### src/rtl/spectral_scaler.sv
// Pitch-shift stage: remaps each output bin to a source bin via a Q8.8 ratio,
// scales magnitude by a Q8.8 gain and fills one of two ping-pong buffer pairs.
module spectral_scaler #(
  parameter int NUM_BINS = 4096
) (
  input  logic        clk,
  input  logic        reset_n,
  input  logic        go_in,
  input  logic [15:0] ratio,
  input  logic [15:0] gain,
  output logic [11:0] in_mag_addr,
  output logic [11:0] in_phase_addr,
  input  logic [15:0] in_mag_data,
  input  logic [15:0] in_phase_data,
  output logic [11:0] mag_buf_0_addr,
  output logic [15:0] mag_buf_0_data,
  output logic        mag_buf_0_wren,
  output logic [11:0] phase_buf_0_addr,
  output logic [15:0] phase_buf_0_data,
  output logic        phase_buf_0_wren,
  output logic [11:0] mag_buf_1_addr,
  output logic [15:0] mag_buf_1_data,
  output logic        mag_buf_1_wren,
  output logic [11:0] phase_buf_1_addr,
  output logic [15:0] phase_buf_1_data,
  output logic        phase_buf_1_wren,
  output logic        go_out,
  output logic        cur_window,
  output logic        busy,
  output logic        overrun
);

  localparam logic [11:0] LAST_BIN  = 12'(NUM_BINS - 1);
  localparam logic [19:0] BIN_LIMIT = 20'(NUM_BINS);

  typedef enum logic [1:0] {IDLE, RUN, DRAIN, DONE} state_t;

  state_t      state_reg;
  state_t      state_next;
  logic        drain_reg;
  logic        wr_sel_reg;
  logic        cur_window_reg;
  logic        overrun_reg;
  logic [15:0] ratio_reg;
  logic [15:0] gain_reg;
  logic [11:0] rd_addr_reg;
  logic [11:0] s1_bin_reg;
  logic        s1_oor_reg;
  logic [11:0] s2_bin_reg;
  logic        s2_oor_reg;
  logic        s2_valid_reg;

  logic        accept;
  logic        last_bin;
  logic [11:0] next_bin;
  logic [19:0] next_src;
  logic [23:0] mag_scaled;
  logic [15:0] wr_mag;
  logic [15:0] wr_phase;

  assign accept     = (state_reg == IDLE) && go_in;
  assign last_bin   = (s1_bin_reg == LAST_BIN);
  assign next_bin   = s1_bin_reg + 12'd1;
  assign next_src   = 20'((28'(next_bin) * 28'(ratio_reg)) >> 8);
  assign mag_scaled = 24'((32'(in_mag_data) * 32'(gain_reg)) >> 8);

  // Out-of-range source bins are zeroed; the read still happens but is discarded.
  assign wr_mag   = s2_oor_reg ? 16'h0000 :
                    ((|mag_scaled[23:16]) ? 16'hFFFF : mag_scaled[15:0]);
  assign wr_phase = s2_oor_reg ? 16'h0000 : in_phase_data;

  always_ff @(posedge clk or negedge reset_n) begin
    if (!reset_n) begin
      state_reg <= IDLE;
    end else begin
      state_reg <= state_next;
    end
  end

  always_comb begin
    state_next = state_reg;
    case (state_reg)
      IDLE:    if (go_in) state_next = RUN;
      RUN:     if (last_bin) state_next = DRAIN;
      DRAIN:   if (drain_reg) state_next = DONE;
      DONE:    state_next = IDLE;
      default: state_next = IDLE;
    endcase
  end

  always_comb begin
    busy   = (state_reg != IDLE);
    go_out = (state_reg == DONE);
  end

  always_ff @(posedge clk or negedge reset_n) begin
    if (!reset_n) begin
      drain_reg      <= 1'b0;
      wr_sel_reg     <= 1'b1;
      cur_window_reg <= 1'b0;
      overrun_reg    <= 1'b0;
      ratio_reg      <= 16'h0000;
      gain_reg       <= 16'h0000;
      rd_addr_reg    <= 12'h000;
      s1_bin_reg     <= 12'h000;
      s1_oor_reg     <= 1'b0;
      s2_bin_reg     <= 12'h000;
      s2_oor_reg     <= 1'b0;
      s2_valid_reg   <= 1'b0;
    end else begin
      drain_reg   <= (state_reg == DRAIN) && !drain_reg;
      overrun_reg <= go_in && (state_reg != IDLE);
      if ((state_reg == DRAIN) && drain_reg) begin
        cur_window_reg <= wr_sel_reg;
      end
      // Bin 0 always maps to source 0, so its address is issued straight from acceptance.
      if (accept) begin
        ratio_reg   <= ratio;
        gain_reg    <= gain;
        wr_sel_reg  <= !wr_sel_reg;
        rd_addr_reg <= 12'h000;
        s1_bin_reg  <= 12'h000;
        s1_oor_reg  <= 1'b0;
      end else if ((state_reg == RUN) && !last_bin) begin
        rd_addr_reg <= next_src[11:0];
        s1_bin_reg  <= next_bin;
        s1_oor_reg  <= (next_src >= BIN_LIMIT);
      end
      s2_valid_reg <= (state_reg == RUN);
      s2_bin_reg   <= s1_bin_reg;
      s2_oor_reg   <= s1_oor_reg;
    end
  end

  assign in_mag_addr   = rd_addr_reg;
  assign in_phase_addr = rd_addr_reg;
  assign cur_window    = cur_window_reg;
  assign overrun       = overrun_reg;

  genvar gi;
  generate
    for (gi = 0; gi < 2; gi++) begin : g_pair
      localparam logic PAIR_ID = 1'(gi);
      logic [11:0] addr_reg;
      logic [15:0] mag_reg;
      logic [15:0] phase_reg;
      logic        wren_reg;

      always_ff @(posedge clk or negedge reset_n) begin
        if (!reset_n) begin
          addr_reg  <= 12'h000;
          mag_reg   <= 16'h0000;
          phase_reg <= 16'h0000;
          wren_reg  <= 1'b0;
        end else begin
          wren_reg <= s2_valid_reg && (wr_sel_reg == PAIR_ID);
          if (s2_valid_reg && (wr_sel_reg == PAIR_ID)) begin
            addr_reg  <= s2_bin_reg;
            mag_reg   <= wr_mag;
            phase_reg <= wr_phase;
          end
        end
      end
    end
  endgenerate

  assign mag_buf_0_addr   = g_pair[0].addr_reg;
  assign mag_buf_0_data   = g_pair[0].mag_reg;
  assign mag_buf_0_wren   = g_pair[0].wren_reg;
  assign phase_buf_0_addr = g_pair[0].addr_reg;
  assign phase_buf_0_data = g_pair[0].phase_reg;
  assign phase_buf_0_wren = g_pair[0].wren_reg;
  assign mag_buf_1_addr   = g_pair[1].addr_reg;
  assign mag_buf_1_data   = g_pair[1].mag_reg;
  assign mag_buf_1_wren   = g_pair[1].wren_reg;
  assign phase_buf_1_addr = g_pair[1].addr_reg;
  assign phase_buf_1_data = g_pair[1].phase_reg;
  assign phase_buf_1_wren = g_pair[1].wren_reg;

endmodule

### config.mk
export PLATFORM = sky130hd
export DESIGN_NAME = spectral_scaler
export DESIGN_NICKNAME = d
export VERILOG_FILES = /design/src/rtl/spectral_scaler.sv
export SDC_FILE = /design/constraint.sdc
export NUM_CORES = 1
export LEC_CHECK = 0
export CAP_MARGIN = 20
export CORE_ASPECT_RATIO = 1.4
export CORE_MARGIN = 5
export CORE_UTILIZATION = 60
export CTS_CLUSTER_DIAMETER = 80
export CTS_CLUSTER_SIZE = 20
export DETAILED_ROUTE_END_ITERATION = 12
export GPL_TIMING_DRIVEN = 0
export PLACE_DENSITY = 0.83
export SETUP_SLACK_MARGIN = 0.2
export SLEW_MARGIN = 15
export SYNTH_ARGS = -nofsm -noshare
export SYNTH_HDL_FRONTEND = slang
export SYNTH_SLANG_ARGS = --single-unit
### constraint.sdc
create_clock -name clk -period 7.45 [get_ports clk]
set_input_delay 1.1175 -clock clk [delete_from_list [all_inputs] [get_ports clk]]
set_output_delay 1.1175 -clock clk [all_outputs]
set_load 0.01 [all_outputs]
==> reports/metrics.yaml <==
run_status:
  outcome: "finished clean"
setup_path:
  crit_top_cell: "fa_1"
  r2r_cells: 23
  critical_path_class: "flip-flop to flip-flop"
  cpMaxStageDelayCell: "fa_1"
  cp-end-kind: "flip-flop"
  regToRegEndpoint: "s1_oor_reg$_DFFE_PN0P_"
  cp_max_fo: 10
  arrival_ps: 7480
  startpoint_type: "flip-flop"
  cp_num_buf_inv: 5
  max_stage_delay_ps: 550
  path_cells: "ha_1, nand3_4, nor3_4, buf_4, xor2_4, buf_4, nand2_1, fa_1, inv_1, fa_1, fa_1, fa_1, inv_1, fa_1, inv_1, ha_1, a21o_1, a2111oi_4, nor2_2, nor4bb_1, or4_4, a2111oi_4, a31oi_1"
  crit_cells: 23
  cp.required_ps: 7780
  critical_path.top_delay_family: "adder cells"
  reg2reg_from: "s1_bin_reg[1]$_DFFE_PN0P_"
  r2r_slack_ps: 300
yosys:
  netlist_instances: 2392
  ys.warnings.count: 0
  synth_cell_types: 69
  synth-seq-cells: 167
  syn-cell-area_um2: 21400
  syn_nets: 2960
  synth-edff-count: 0
  synth-async-reset-ratio_pct: 100
  seq_area_frac_synth_pct: 19.6
  synth.avg_cell_area_um2: 8.93
  ys.flop_type: "dfrtp_1"
clock_tree:
  htree_num_levels: 4
  cts.path.max_buffers: 2
  clk_pin_slew_ps: 80
  ctsHoldBuffers: 0
  cts-buffers-inserted: 17
  cts_tree: "done"
  clk-insertion-delay-late_ps: 460
  cts.sinks: 167
  cts_root_buffer: "clkbuf_16"
routing:
  postRouteAntennaNets: 0
  drt_iter0_markers: 1428
  vias_per_cell: 5.77
  dr_total_vias: 18000
  post-route-drc-count: 0
  firstDrtPassIters: 6
  wl_per_cell_um: 20.6
  routed_wl_mm: 64.3
min_path:
  hp-start: "s1_bin_reg[2]$_DFFE_PN0P_"
  min_to: "s2_bin_reg[2]$_DFF_PN0_"
  hold_class: "flip-flop to flip-flop"
  hold_depth: 0
final_layout:
  syn2layout_area_growth_pct: 18.7
  nNetsFinal: 3215
  finalNonFillerCells: 3116
  final_common_cell: "nand2_1"
  layout_common_cells: "nand2_1 (537), inv_1 (398), fa_1 (332)"
  n_antenna_cell: 0
  drive_gt1_share_pct: 8.31
sta:
  rsz0062_at_grt: "false"
  period_share_pct: 96.0
  setup_viol: 0
  tns_ps: 0
  max_slew.worst_pin.slew_ps: 813
  slew_viol_final: 0
  min_period_ps: 7150
  fin_skew_ps: 17.6
  relSlewSlack_pct: 45.2
  hold_viol: 0
  max_freq_mhz: 140
floorplanning:
  fp.dieH_um: 233
  initial_utilization_pct: 60.9
  coreArea_um2: 35100
  rows: 81
  die_width_um: 169
  io_pins: 211
  die-area_um2: 39500
job:
  maxCapViolations: 0
grt:
  grt_overflow_total: 0
  grt_max_degree: 102
  antenna_found_initial: 1
  first_global_vias: 19500
  track_usage_pct: 32.9
  grt_first_pass_wirelength_mm: 101
placement:
  post-place-cells: 3060
  port_buffers: 210
  dp_hpwl_mm: 51.0
  gp_congestion: 0.983
## cells by family after synthesis
group | Yosys count | synth area share, %
DFF | 167 | 19.6
adders and majority gates | 501 | 41.0
and+or+nand+nor | 856 | 18.5
muxes | 5 | 0.258
xor gates and xnor gates | 56 | 2.30
AOI/OAI and AO/OA | 260 | 7.68
buffers and inverters | 547 | 10.7
## stage by stage
step | worst slack (ps) | util, % | area, µm² | hold WS, ps
2_1_floorplan | 329 | - | 21400 | 349
3_3_place_gp | -1510 | 68.5 | 24000 | 423
3_5_place_dp | -1420 | 68.6 | 24100 | 445
4_1_cts | 203 | 71.5 | 25100 | 460
5_1_grt | 142 | 72.3 | 25300 | 448
6_report | 298 | 72.3 | 25300 | 444
## final cells by class
type                       count  area, µm²
timing repair buffer         236       2260
buffer                       147        975
clock buffer                  17        425
tap                          456        571
inverter                     400       1500
sequential                   167       4180
clock inverter                15        201
multi-input combinational   1678      15200
fill                        2593       9720
## per-layer routing
layer / GRT usage [%] / routed length, µm
met4: 24.1 / 5690
met3: 4.76 / 3600
met2: 58.9 / 33900
met1: 35.0 / 21200
met5: 0 / 16
## Yosys cell counts, types with 8 or more instances
| master | instances | area, µm² |
|---|---|---|
| a21oi_1 | 99 | 495 |
| nor2_1 | 40 | 150 |
| clkbuf_1 | 90 | 338 |
| xor2_1 | 25 | 219 |
| nand2_1 | 537 | 2020 |
| nand3_1 | 8 | 40.0 |
| inv_1 | 398 | 1490 |
| a41oi_1 | 27 | 236 |
| a211oi_1 | 8 | 60.1 |
| a31oi_1 | 11 | 68.8 |
| nand2b_1 | 33 | 206 |
| dfrtp_1 | 166 | 4150 |
| nand4_1 | 14 | 87.6 |
| fa_1 | 332 | 6650 |
| and2_1 | 183 | 1140 |
| ha_1 | 169 | 2110 |
| buf_4 | 40 | 300 |
| o21ai_0 | 65 | 325 |
| nor3_1 | 11 | 55.1 |
| xnor2_1 | 31 | 272 |
## how the worst max path moves through the flow
| stage | from | slack (ps) | endpoint |
|---|---|---|---|
| after global routing | s1_bin_reg[1]$_DFFE_PN0P_ | 140 | s1_oor_reg$_DFFE_PN0P_ |
| after CTS | in_mag_data[9] | 200 | mag_buf_0_data[2]$_DFFE_PN0P_ |
| after floorplan | in_mag_data[13] | 330 | mag_buf_0_data[0]$_DFFE_PN0P_ |
| after global placement | reset_n | -1510 | phase_buf_1_data[9]$_DFFE_PN0P_ |
| after detailed placement | in_mag_data[10] | -1420 | mag_buf_0_data[4]$_DFFE_PN0P_ |
| final | s1_bin_reg[1]$_DFFE_PN0P_ | 300 | s1_oor_reg$_DFFE_PN0P_ |
## repair_timing
item,in CTS,in global routing
resized for setup,115,116
pin swaps,8,13
cloned,0,1
setup buffers,8,15
setup endpoints to repair,39,33
Power is not shown: default switching activity piles up to over one toggle a cycle in this logic, so the estimate is an artifact.
